===== src/rtl/core_pkg.sv =====
// rtl/core_pkg.sv - shared core types and constants for the instruction fetch unit
package core_pkg;

    localparam int          XLEN         = 32;
    localparam logic [31:0] RESET_VECTOR = 32'h8000_0000;
    localparam logic [31:0] RV_NOP       = 32'h0000_0013;

    typedef enum logic [1:0] {
        REQ   = 2'd0,
        WAIT  = 2'd1,
        FLUSH = 2'd2,
        STALL = 2'd3
    } ifu_state_e;

    typedef struct packed {
        logic [XLEN-1:0] inst;
        logic [XLEN-1:0] pc;
        logic            fault;
    } ifu_out_t;

endpackage


===== src/rtl/ifu_fetch_if.sv =====
// rtl/ifu_fetch_if.sv - imem request/response, redirect and decode channels of the fetch unit
interface ifu_fetch_if #(
    parameter int XLEN = 32
);
    logic            ifu_req_valid;
    logic            ifu_req_ready;
    logic [XLEN-1:0] ifu_req_addr;
    logic            ifu_rsp_valid;
    logic [XLEN-1:0] ifu_rsp_data;
    logic            ifu_rsp_err;
    logic            redirect;
    logic [XLEN-1:0] redirect_pc;
    logic            ifu_out_valid;
    logic            ifu_out_ready;
    logic [XLEN-1:0] ifu_out_inst;
    logic [XLEN-1:0] ifu_out_pc;
    logic            ifu_out_fault;

    modport master (
        output ifu_req_valid, ifu_req_addr,
        input  ifu_req_ready,
        input  ifu_rsp_valid, ifu_rsp_data, ifu_rsp_err,
        input  redirect, redirect_pc,
        output ifu_out_valid, ifu_out_inst, ifu_out_pc, ifu_out_fault,
        input  ifu_out_ready
    );

    modport slave (
        input  ifu_req_valid, ifu_req_addr,
        output ifu_req_ready,
        output ifu_rsp_valid, ifu_rsp_data, ifu_rsp_err,
        output redirect, redirect_pc,
        input  ifu_out_valid, ifu_out_inst, ifu_out_pc, ifu_out_fault,
        output ifu_out_ready
    );

endinterface


===== src/rtl/ifu_fetch_out_buf.sv =====
// rtl/ifu_fetch_out_buf.sv - 1-entry valid/ready register slice between fetch and decode
import core_pkg::*;

module ifu_out_buf (
    input  logic     clk,
    input  logic     rst_b,
    input  logic     flush,
    input  logic     wr_valid,
    output logic     wr_ready,
    input  ifu_out_t wr_data,
    output logic     rd_valid,
    input  logic     rd_ready,
    output ifu_out_t rd_data
);

    // Writable when empty or when the held entry leaves this cycle.
    assign wr_ready = ~rd_valid | rd_ready;

    always_ff @(posedge clk or negedge rst_b) begin
        if (!rst_b) begin
            rd_valid <= 1'b0;
            rd_data  <= '0;
        end else if (flush) begin
            rd_valid <= 1'b0;
        end else if (wr_valid) begin
            rd_valid <= 1'b1;
            rd_data  <= wr_data;
        end else if (rd_valid && rd_ready) begin
            rd_valid <= 1'b0;
        end
    end

endmodule


===== src/rtl/ifu_fetch.sv =====
// rtl/ifu_fetch.sv - fetch PC owner: issues imem word reads and feeds decode through a 1-entry buffer
import core_pkg::*;

module ifu_fetch #(
    parameter int          XLEN         = 32,
    parameter logic [31:0] RESET_VECTOR = core_pkg::RESET_VECTOR
) (
    input  logic         clk,
    input  logic         rst_b,
    ifu_fetch_if.master  bus
);

    ifu_state_e      state, state_nxt;
    logic [XLEN-1:0] fetch_pc;
    logic [XLEN-1:0] req_pc;
    logic            req_ok;
    logic            req_hs;
    logic            buf_wr_valid;
    logic            buf_wr_ready;
    ifu_out_t        buf_wr_data;
    ifu_out_t        buf_rd_data;
    logic            buf_rd_valid;

    // A request only goes out when the buffer is guaranteed empty by the time its response lands.
    assign req_ok = rst_b && (state == REQ) && buf_wr_ready && (fetch_pc[1:0] == 2'b00);
    assign req_hs = req_ok && bus.ifu_req_ready;

    assign bus.ifu_req_valid = req_ok;
    assign bus.ifu_req_addr  = fetch_pc;

    always_comb begin
        state_nxt    = state;
        buf_wr_valid = 1'b0;
        buf_wr_data  = '{inst: RV_NOP, pc: fetch_pc, fault: 1'b1};
        case (state)
            REQ: begin
                if (fetch_pc[1:0] != 2'b00) begin
                    if (buf_wr_ready) begin
                        buf_wr_valid = 1'b1;
                        state_nxt    = STALL;
                    end
                end else if (req_hs) begin
                    state_nxt = WAIT;
                end
            end
            WAIT: begin
                if (bus.ifu_rsp_valid) begin
                    buf_wr_valid = 1'b1;
                    if (bus.ifu_rsp_err) begin
                        buf_wr_data = '{inst: RV_NOP, pc: req_pc, fault: 1'b1};
                        state_nxt   = STALL;
                    end else begin
                        buf_wr_data = '{inst: bus.ifu_rsp_data, pc: req_pc, fault: 1'b0};
                        state_nxt   = REQ;
                    end
                end
            end
            FLUSH: begin
                if (bus.ifu_rsp_valid) state_nxt = REQ;
            end
            default: ;
        endcase

        // Redirect overrides everything; an outstanding response must be swallowed exactly once.
        if (bus.redirect) begin
            buf_wr_valid = 1'b0;
            case (state)
                WAIT, FLUSH: state_nxt = bus.ifu_rsp_valid ? REQ : FLUSH;
                REQ:         state_nxt = req_hs ? FLUSH : REQ;
                default:     state_nxt = REQ;
            endcase
        end
    end

    always_ff @(posedge clk or negedge rst_b) begin
        if (!rst_b) begin
            state    <= REQ;
            fetch_pc <= RESET_VECTOR;
            req_pc   <= '0;
        end else begin
            state <= state_nxt;
            if (bus.redirect)
                fetch_pc <= bus.redirect_pc;
            else if (req_hs)
                fetch_pc <= fetch_pc + {{(XLEN-3){1'b0}}, 3'd4};
            if (req_hs)
                req_pc <= fetch_pc;
        end
    end

    ifu_out_buf u_out_buf (
        .clk      (clk),
        .rst_b    (rst_b),
        .flush    (bus.redirect),
        .wr_valid (buf_wr_valid),
        .wr_ready (buf_wr_ready),
        .wr_data  (buf_wr_data),
        .rd_valid (buf_rd_valid),
        .rd_ready (bus.ifu_out_ready),
        .rd_data  (buf_rd_data)
    );

    assign bus.ifu_out_valid = buf_rd_valid;
    assign bus.ifu_out_inst  = buf_rd_data.inst;
    assign bus.ifu_out_pc    = buf_rd_data.pc;
    assign bus.ifu_out_fault = buf_rd_data.fault;

endmodule


===== src/flat_wrapper.sv =====
// flat-port wrapper written by rule: the top's interface ports become plain ports
module ifu_fetch_flat 
#(
    parameter int          XLEN         = 32,
    parameter logic [31:0] RESET_VECTOR = core_pkg::RESET_VECTOR
)
  (clk, rst_b, bus_ifu_req_valid, bus_ifu_req_addr, bus_ifu_req_ready, bus_ifu_rsp_valid, bus_ifu_rsp_data, bus_ifu_rsp_err, bus_redirect, bus_redirect_pc, bus_ifu_out_valid, bus_ifu_out_inst, bus_ifu_out_pc, bus_ifu_out_fault, bus_ifu_out_ready);
  ifu_fetch_if #(.XLEN(XLEN)) bus_i ();
  input  logic clk;
  input  logic rst_b;
  output wire logic [$bits(bus_i.ifu_req_valid)-1:0] bus_ifu_req_valid;
  output wire logic [$bits(bus_i.ifu_req_addr)-1:0] bus_ifu_req_addr;
  input wire logic [$bits(bus_i.ifu_req_ready)-1:0] bus_ifu_req_ready;
  input wire logic [$bits(bus_i.ifu_rsp_valid)-1:0] bus_ifu_rsp_valid;
  input wire logic [$bits(bus_i.ifu_rsp_data)-1:0] bus_ifu_rsp_data;
  input wire logic [$bits(bus_i.ifu_rsp_err)-1:0] bus_ifu_rsp_err;
  input wire logic [$bits(bus_i.redirect)-1:0] bus_redirect;
  input wire logic [$bits(bus_i.redirect_pc)-1:0] bus_redirect_pc;
  output wire logic [$bits(bus_i.ifu_out_valid)-1:0] bus_ifu_out_valid;
  output wire logic [$bits(bus_i.ifu_out_inst)-1:0] bus_ifu_out_inst;
  output wire logic [$bits(bus_i.ifu_out_pc)-1:0] bus_ifu_out_pc;
  output wire logic [$bits(bus_i.ifu_out_fault)-1:0] bus_ifu_out_fault;
  input wire logic [$bits(bus_i.ifu_out_ready)-1:0] bus_ifu_out_ready;
  assign bus_ifu_req_valid = bus_i.ifu_req_valid;
  assign bus_ifu_req_addr = bus_i.ifu_req_addr;
  assign bus_i.ifu_req_ready = bus_ifu_req_ready;
  assign bus_i.ifu_rsp_valid = bus_ifu_rsp_valid;
  assign bus_i.ifu_rsp_data = bus_ifu_rsp_data;
  assign bus_i.ifu_rsp_err = bus_ifu_rsp_err;
  assign bus_i.redirect = bus_redirect;
  assign bus_i.redirect_pc = bus_redirect_pc;
  assign bus_ifu_out_valid = bus_i.ifu_out_valid;
  assign bus_ifu_out_inst = bus_i.ifu_out_inst;
  assign bus_ifu_out_pc = bus_i.ifu_out_pc;
  assign bus_ifu_out_fault = bus_i.ifu_out_fault;
  assign bus_i.ifu_out_ready = bus_ifu_out_ready;
  ifu_fetch #(.XLEN(XLEN), .RESET_VECTOR(RESET_VECTOR)) u_core (.clk(clk), .rst_b(rst_b), .bus(bus_i));
endmodule

===== config.mk =====
export PLATFORM = sky130hd
export DESIGN_NAME = ifu_fetch_flat
export DESIGN_NICKNAME = d
export VERILOG_FILES = /design/src/rtl/core_pkg.sv /design/src/rtl/ifu_fetch_if.sv /design/src/rtl/ifu_fetch_out_buf.sv /design/src/rtl/ifu_fetch.sv /design/src/flat_wrapper.sv
export SDC_FILE = /design/constraint.sdc
export NUM_CORES = 1
export LEC_CHECK = 0
export ABC_CLOCK_PERIOD_IN_PS = 3580
export CAP_MARGIN = 25
export CORE_MARGIN = 2
export CORE_UTILIZATION = 40
export DETAILED_ROUTE_END_ITERATION = 12
export PLACE_DENSITY = 0.71
export SLEW_MARGIN = 15
export SYNTH_ARGS = -nofsm -noshare
export SYNTH_HDL_FRONTEND = slang
export SYNTH_SLANG_ARGS = --single-unit

===== constraint.sdc =====
create_clock -name clk -period 3.58 [get_ports clk]
set_input_delay 0.358 -clock clk [delete_from_list [all_inputs] [get_ports clk]]
set_output_delay 0.358 -clock clk [all_outputs]
set_load 0.03 [all_outputs]

# Word-level counts from Yosys, hierarchy flattened
# Cells that the tools add are included.
# totals
regBits	132
elab_cells	55
# classes
n_bitwise	3
n_eq_ne	6
addsub	1
mux	24
reduce_logical	14
# ops
op	count
65-bit two-way mux	3
32-bit two-way mux	2
32-bit by 3-bit adder with 32-bit output, second input constant	1
2-bit two-way mux	9
4-bit by 3-bit != test with 1-bit output, second input constant	2
1-bit two-way mux	7
3-bit != test, second input constant	2
2-bit case mux with 3 select lines	1
1-bit logical AND	5
5-bit AND reduction	1
2-bit zero test	2
2-bit case mux with 2 select lines	1
2-bit nonzero test	2
4-bit nonzero test	1
3-bit nonzero test	1
2-bit by 1-bit equality test with 1-bit output, second input constant	1
2-bit equality test, second input constant	1
1-bit NOT	2
1-bit case mux with 2 select lines	1
2-bit AND reduction	1
2-bit OR reduction	1
1-bit OR	1

# Logic depth before layout (Yosys ltp)
# Gate-level depths: netlist (run 1).
# depth
ltp_word	9
depth_mapped	8

# Cells and area by module
# From an unflattened synthesis (run 1), not the netlist that was laid out.
# unflattened
cells_unflattened	504
hier_area_um2	6597.6
# by_module_without_submodules
module	seq_area_each_um2	cells_each	area_per_inst_um2	instances
ifu_fetch	1652.8	362	3870.0	1
ifu_out_buf	1651.6	142	2727.6	1

# Least setup slack after synthesis (run 1)
# OpenSTA, ideal clock, no wires.
# synth_timing
kind	reg-to-reg
from	reg u_core.fetch_pc[13] (netlist: u_core.bus.ifu_req_addr[13])
to	reg u_core.fetch_pc[29] (netlist: u_core.bus.ifu_req_addr[29])
arrival_ns	2.083
setup_ns	0.125
path_stages_with_launch	7
required_time_ns	3.455
n_path_buf	1
period_less_slack_ns	2.207
slack_ns	1.373
path_cell_list	dfrtp_1 > buf_4 > nand4_2 > nor4_1 > nand4_1 > xnor2_1 > mux2_2
# synth_between
elab_chain_cells	3
# synth_rtl
item	line_no	source
from (decl)	ifu_fetch.sv:14	logic [XLEN-1:0] fetch_pc;
from (signal assigned)	ifu_fetch.sv:83	fetch_pc <= bus.redirect_pc;
from (signal assigned)	ifu_fetch.sv:85	fetch_pc <= fetch_pc + {{(XLEN-3){1'b0}}, 3'd4};
32-bit by 3-bit adder with 32-bit output	ifu_fetch.sv:85	
32-bit two-way mux	ifu_fetch.sv:84	else if (req_hs)
32-bit two-way mux	ifu_fetch.sv:82	if (bus.redirect)
# Every way passes these cells. The select of a mux whose other input is x is not followed.
# A chain may end at the register's enable or synchronous reset.

# Worst setup path in the final report (run 1)
# layout_timing
from	reg u_core.state[1]
to	out bus_ifu_req_valid
# layout_between
elab_chain_cells	4
# layout_rtl
item	line_no	source
from (decl)	ifu_fetch.sv:13	ifu_state_e state, state_nxt;
from (signal assigned)	ifu_fetch.sv:81	state <= state_nxt;
2-bit zero test	ifu_fetch.sv:25	assign req_ok = rst_b && (state == REQ) && buf_wr_ready && (fetch_pc[1:0] == 2'b00);
1-bit logical AND (3 in series)	ifu_fetch.sv:25	
to (decl)	flat_wrapper.sv:11	output wire logic [$bits(bus_i.ifu_req_valid)-1:0] bus_ifu_req_valid;
# Every way passes these cells.

==> results of run 1 <==
-- power by group through the flow --
stage / combinational, W / clock [W] / sequential, W
5_1_grt: 0.00225 / 0.00195 / 0.00229
3_5_place_dp: 0.00211 / 0 / 0.00225
2_1_floorplan: 0.000718 / 0 / 0.00273
3_3_place_gp: 0.00204 / 0 / 0.00224
6_report: 0.00209 / 0.00184 / 0.00223
4_1_cts: 0.00212 / 0.00187 / 0.00223
-- cell type report --
class	instances	area, um^2
clock buffers	23	478
clock inverters	9	150
fillers	1208	6140
inverters	6	22.5
multi-input cells	411	2480
flip-flops and latches	132	3300
well taps	184	230
repair buffers	180	1780
-- cells by family after synthesis --
group	count (synthesis)	share of synthesized area (%)
fa+ha+maj	5	1.05
compound gates	105	11.1
mux	37	6.28
buf+inv	42	3.39
xor+xnor	29	4.25
simple gates	235	18.7
flops	132	55.3
-- synthesized netlist by cell type (all sizes together), types with 2 or more instances --
library cell,count
mux2,4
o21ai,64
nor2,10
a22o,29
xor2,9
nor4,12
nor3,7
a21oi,4
or2,3
mux2i,33
nand4,12
clkbuf,21
nand3,6
xnor2,20
and2,6
dfrtp,131
and4,7
nor4b,2
o22a,3
nand2,159
and3,6
inv,6
buf,14
or3,2
ha,5
-- per-layer routing --
| layer | GRT usage, % | routed length (um) |
|---|---|---|
| met1 | 26.7 | 6870 |
| met2 | 33.0 | 7630 |
| met3 | 5.35 | 859 |
| met4 | 7.50 | 297 |
| met5 | 0 | 0 |
-- sequential cells by signal, summed over array words and instances (netlist names) --
| register | flops |
|---|---|
| u_core.u_out_buf.rd_valid | 1 |
| u_core.req_pc | 32 |
| u_core.u_out_buf.rd_data | 65 |
| u_core.bus.ifu_req_addr | 32 |
| u_core.state | 2 |
-- cell usage in the layout, fill, tap and decap left out, drive strengths merged, types with 3 or more instances in the layout --
cell type,count
ha,5
bufinv,4
or2,3
and3,6
clkbuf,23
buf,13
nor3,7
clkdlybuf4s50,167
a22o,29
mux2i,33
o21ai,64
a21oi,4
nand2,159
and2,6
dfrtp,131
nand4,12
xor2,9
nor2,10
and4,7
xnor2,20
nor4,12
inv,6
mux2,4
nand3,6
clkinv,3
o22a,3
-- worst max path at each step --
stage,slack (ps),to
finish,990,bus_ifu_req_valid
global route,910,bus_ifu_req_valid
CTS,980,bus_ifu_req_valid
detailed placement,1060,u_core.bus.ifu_req_addr[29]$_DFFE_PN0P_
global placement,1090,u_core.bus.ifu_req_addr[29]$_DFFE_PN0P_
floorplan,1370,u_core.bus.ifu_req_addr[29]$_DFFE_PN0P_
-- per-stage QoR --
stage / util [%] / worst slack [ps] / hold slack, ps
final: 57.9 / 988 / 78.5
after global routing: 57.9 / 906 / 147
after CTS: 57.9 / 976 / 108
after detailed placement: 53.6 / 1060 / 462
after global placement: 53.6 / 1090 / 457
after floorplan: - / 1370 / 62.4
==> metrics.md, run 1 <==
| Metric | Value |
|---|---|
| Outcome | `complete, no violations` |
| HP Class | `input pin to asynchronous set/reset pin` |
| Pwr Total | `0.00616 W` |
| Number of global-route vias before repair | `4866` |
| WP data arrival | `2230 ps` |
| CTS Buf Count | `17` |
| CP bufs+invs | `2` |
| Post-Syn Instances | `585` |
| Sequential power share | `36.2%` |
| I/O pin total | `170` |
| Worst-path maximum fanout | `7` |
| Drt wl/cell | `16.6 um` |
| R2R depth | `4` |
| Power Dens Cells | `729 nW/um^2` |
| Synth unique cells | `43` |
| Overall via count from detail_route | `4928` |
| Grt ovf | `0` |
| Worst Path Required | `3220 ps` |
| GP Congestion | `0.806` |
| Final net count | `824` |
| Gr usage total | `20.5%` |
| Final setup fails | `0` |
| Port bufs | `169` |
| Post-CTS Setup Bufs | `0` |
| Post-synth ARST share | `100%` |
| Reg-to-Reg End | `u_core.bus.ifu_req_addr[16]$_DFFE_PN0P_` |
| CTS tree | `done` |
| Critical path class | `register to primary output` |
| Setup Total Neg Slack | `0 ps` |
| Main synth FF type | `dfrtp_1` |
| CTS Buffer Depth | `2` |
| Diodes inserted | `0` |
| Critical path depth | `5` |
| Routed Antenna Nets | `0` |
| Clk pwr share | `29.8%` |
| Final worst path period share | `72.4%` |
| Initial drt markers | `320` |
| Max cap viols | `0` |
| EDFF count, synth | `0` |
| Max Freq | `386 MHz` |
| # clock sinks | `132` |
| Sequential-to-total area share from yosys stat | `55.3%` |
| Yosys reg bits | `132` |
| Pins Over Slew Limit | `0` |
| Pre-antenna DRT Iters | `4` |
| Mapped Avg Cell Area | `10.2 um^2` |
| Worst-path clk slew | `50 ps` |
| Slowest cell on the critical path | `clkdlybuf4s50_1` |
| IR Drop Worst-Case VDD | `0.399 mV` |
| Crit-path max cell delay | `670 ps` |
| H-tree depth | `4` |
| Headroom to the max-slew limit | `37.5%` |
| Layout cells sized above 1 | `8.15%` |
| Synth top area share | `54.8%` |
| Power Internal | `0.00403 W` |
| CTS-repair resized insts | `0` |
| CP delay by family, top | `buffers and inverters` |
| Measured slew at the worst slew-check pin | `934 ps` |
| Clk root buf | `clkbuf_16` |
| Area grow syn2layout | `41.3%` |
| Core Rows | `44` |
| Largest net degree at the start of global routing | `74` |
| Syn. warnings | `0` |
| Leak pwr | `3.86 nW` |
| Top cells by area, synth | `dfrtp_1 (55%), nand2_1 (10%), mux2i_1 (5.5%), o21ai_0 (4.9%), a22o_1 (4.2%)` |
| CP Cell Sequence | `inv_1 > ha_1 > and2_1 > and3_1 > clkdlybuf4s50_1` |
| R2r startpoint | `u_core.bus.ifu_req_addr[5]$_DFFE_PN0P_` |
| Worst-Skew Late Latency | `420 ps` |
| Hold buffers post-CTS | `0` |
| Die Area | `15900 um^2` |
| Global-route wire length before repair | `25.6 mm` |
| CP startpoint | `u_core.state[1]$_DFFE_PN0P_` |
| Placed instance count | `913` |
| Chip height | `126 um` |
| Area leader, netlist | `dfrtp_1` |
| Finished Layout Cells | `945` |
| Area of placed instances | `7820 um^2` |
| Avg Vias per Cell | `5.21` |
| Part of the power in combinational logic | `34.0%` |
| Final instance area | `8450 um^2` |
| Routed WL | `15.7 mm` |
| Endpoints failing hold | `0` |
| RSZ-0062 raised after global routing | `false` |
| DIE WIDTH | `126 um` |
| Worst clock skew | `8.73 ps` |
| Net Switching | `0.00213 W` |
| Mapped Area | `5980 um^2` |
| Synthesized net count | `661` |
| Final min period | `2590 ps` |
| Antenna violations before repair | `0` |
| Total core area | `14600 um^2` |
| Switching Share | `34.6%` |
| Startpoint types | `register` |
| CP Capture Type | `primary output` |
| Initial Util | `41.0%` |
| Post-DP HPWL | `10.7 mm` |
| # DRC | `0` |
| FF-to-FF setup slack | `1180 ps` |
Note: power is estimated with default switching activity, not from simulation.
==> run 2, diff against run 1 <==
--- a/config.mk
+++ b/config.mk
@@ -5,12 +5,12 @@
 export SDC_FILE = /design/constraint.sdc
 export NUM_CORES = 1
 export LEC_CHECK = 0
-export ABC_CLOCK_PERIOD_IN_PS = 3580
+export ABC_CLOCK_PERIOD_IN_PS = 2200
 export CAP_MARGIN = 25
 export CORE_MARGIN = 2
 export CORE_UTILIZATION = 40
 export DETAILED_ROUTE_END_ITERATION = 12
-export PLACE_DENSITY = 0.71
+export PLACE_DENSITY = 0.74
 export SLEW_MARGIN = 15
 export SYNTH_ARGS = -nofsm -noshare
 export SYNTH_HDL_FRONTEND = slang
==> constraint.sdc (replaced) <==
create_clock -name clk -period 2.2 [get_ports clk]
set_input_delay 0.22 -clock clk [delete_from_list [all_inputs] [get_ports clk]]
set_output_delay 0.22 -clock clk [all_outputs]
set_load 0.03 [all_outputs]
==> run 2 against run 1 <==
Against the previous run:
- final cell count rose by 2.1%
- sequential share of layout area fell by 1.1 points
- count of clock-buffer cells in the layout shrank 4
- first-iteration DRC count up 22%
- total power rose by 65%
- worst hold slack improved by 220 ps
- critical path type is now input pin to primary output
- critical endpoint unchanged
- largest power group unchanged
==> metrics.md, run 2 (synthesis gave the netlist of run 1 again) <==
| Metric | Value |
|---|---|
| Outcome | `complete, no violations` |
| Final net count | `844` |
| Grt ovf | `0` |
| R2r startpoint | `u_core.state[0]$_DFFE_PN0P_` |
| GP Congestion | `0.822` |
| Final min period | `2050 ps` |
| Post-DP HPWL | `11.0 mm` |
| Total core area | `14600 um^2` |
| FF-to-FF setup slack | `170 ps` |
| Startpoint types | `input pin` |
| Leak pwr | `3.98 nW` |
| Measured slew at the worst slew-check pin | `589 ps` |
| Core Rows | `44` |
| Worst clock skew | `7.13 ps` |
| Worst Path Required | `1980 ps` |
| CTS Buffer Depth | `2` |
| Die Area | `15900 um^2` |
| Power Dens Cells | `1170 nW/um^2` |
| Setup Total Neg Slack | `0 ps` |
| Initial drt markers | `390` |
| CTS tree | `done` |
| Initial Util | `41.0%` |
| R2R depth | `7` |
| Hold Slack | `297 ps` |
| Clk root buf | `clkbuf_16` |
| Area grow syn2layout | `45.6%` |
| DIE WIDTH | `126 um` |
| Routed Antenna Nets | `0` |
| Pwr Total | `0.0101 W` |
| Worst slack at placement | `57.0 ps` |
| Global-route wire length before repair | `25.8 mm` |
| Net Switching | `0.00352 W` |
| # clock sinks | `132` |
| Filler cells | `1153` |
| Pins Over Slew Limit | `0` |
| Layout Utilization | `59.7%` |
| Largest net degree at the start of global routing | `134` |
| Headroom to the max-slew limit | `60.8%` |
| Drt wl/cell | `16.5 um` |
| Commonest non-fill, non-tap cells in the layout | `clkdlybuf4s50_1 (166), nand2_1 (158), dfrtp_1 (131)` |
| Switching Share | `34.7%` |
| Commonest non-fill, non-tap cell in the layout | `clkdlybuf4s50_1` |
| Worst-path clk slew | `60 ps` |
| Chip height | `126 um` |
| Gr usage total | `20.3%` |
| Routed WL | `16.0 mm` |
| CTS Buf Count | `17` |
| Worst-path maximum fanout | `102` |
| Antenna violations before repair | `0` |
| Final WS setup | `148 ps` |
| Final worst path period share | `93.3%` |
| Endpoints failing hold | `0` |
| Clk pwr share | `29.6%` |
| HP Class | `input pin to register` |
| Layout cells sized above 1 | `11.3%` |
| IR Drop Worst-Case VDD | `0.796 mV` |
| WP data arrival | `1830 ps` |
| I/O pin total | `170` |
| Pre-antenna DRT Iters | `4` |
| Part of the power in combinational logic | `34.8%` |
| Max cap viols | `0` |
| Sequential power share | `35.5%` |
| Worst-Skew Late Latency | `420 ps` |
| Reg with most FFs | `u_core.u_out_buf.rd_data` |
| CP Capture Point | `bus_ifu_req_valid` |
| Diodes inserted | `0` |
| RSZ-0062 raised after global routing | `false` |
| Max Freq | `487 MHz` |
| Final setup fails | `0` |
| H-tree depth | `4` |
| CP startpoint | `rst_b` |
| # DRC | `0` |
| Reg-to-Reg End | `u_core.bus.ifu_req_addr[16]$_DFFE_PN0P_` |
| Port bufs | `169` |
| Overall via count from detail_route | `4993` |
| CP Capture Type | `primary output` |
| Post-CTS Setup Bufs | `0` |
| Critical path class | `input pin to primary output` |
| Power Internal | `0.00662 W` |
| Avg Vias per Cell | `5.17` |
| Number of global-route vias before repair | `5065` |
| Max FFs per register | `65` |
## run 2: worst max-delay path: stages
cell and delay, ps:
dlygate4sd3_1 540, buf_6 130, buf_12 390, and3_1 310
buf_12 130
## run 2: layer usage
metal  track usage [%]  share of wire, %
met2              33.9                50
met1              26.1                43
met3              5.23               5.6
met4              6.08               1.0
met5                 0                 0
## run 2: how the worst min path moves through the flow
stage,start,endpoint,slack (ps),cells past startpoint
global route,bus_redirect,u_core.u_out_buf.rd_data[33]$_DFFE_PN0P_,320,3
finish,bus_redirect,u_core.u_out_buf.rd_data[33]$_DFFE_PN0P_,300,3
global placement,rst_b,u_core.u_out_buf.rd_data[61]$_DFFE_PN0P_,410,2
floorplan,rst_b,u_core.bus.ifu_req_addr[0]$_DFFE_PN0P_,-80,0
detailed placement,rst_b,u_core.u_out_buf.rd_data[61]$_DFFE_PN0P_,420,2
CTS,rst_b,u_core.state[0]$_DFFE_PN0P_,-20,2
## run 2: stage by stage
stage | instances | instance area (um^2)
after floorplan | 585 | 5990
after global placement | 930 | 8020
after detailed placement | 930 | 8020
after CTS | 962 | 8650
after global routing | 965 | 8700
final | 965 | 8700
## run 2: power groups by stage
| stage | registers, W | logic [W] | clock network, W |
|---|---|---|---|
| 2_1_floorplan | 0.00444 | 0.00117 | 0 |
| 3_3_place_gp | 0.00359 | 0.00345 | 0 |
| 3_5_place_dp | 0.00364 | 0.00354 | 0 |
| 4_1_cts | 0.00361 | 0.00356 | 0.00307 |
| 5_1_grt | 0.00369 | 0.00382 | 0.00318 |
| 6_report | 0.00360 | 0.00353 | 0.00301 |
## run 2: what timing repair did
action | 4_1_cts | 5_1_grt
resized for setup | 0 | 3
endpoints found under the hold margin | 131 | 8
endpoints found under the setup margin | 0 | 3
## run 2: final cells by class
| type | instances | area, um^2 | share of cell area (%) |
|---|---|---|---|
| multi-input cells | 411 | 2500 | 28.7 |
| flip-flops and latches | 132 | 3300 | 38.0 |
| clock buffers | 19 | 453 | 5.20 |
| clock inverters | 13 | 181 | 2.08 |
| well taps | 184 | 230 | 2.64 |
| inverters | 6 | 22.5 | 0.259 |
| repair buffers | 200 | 2010 | 23.1 |
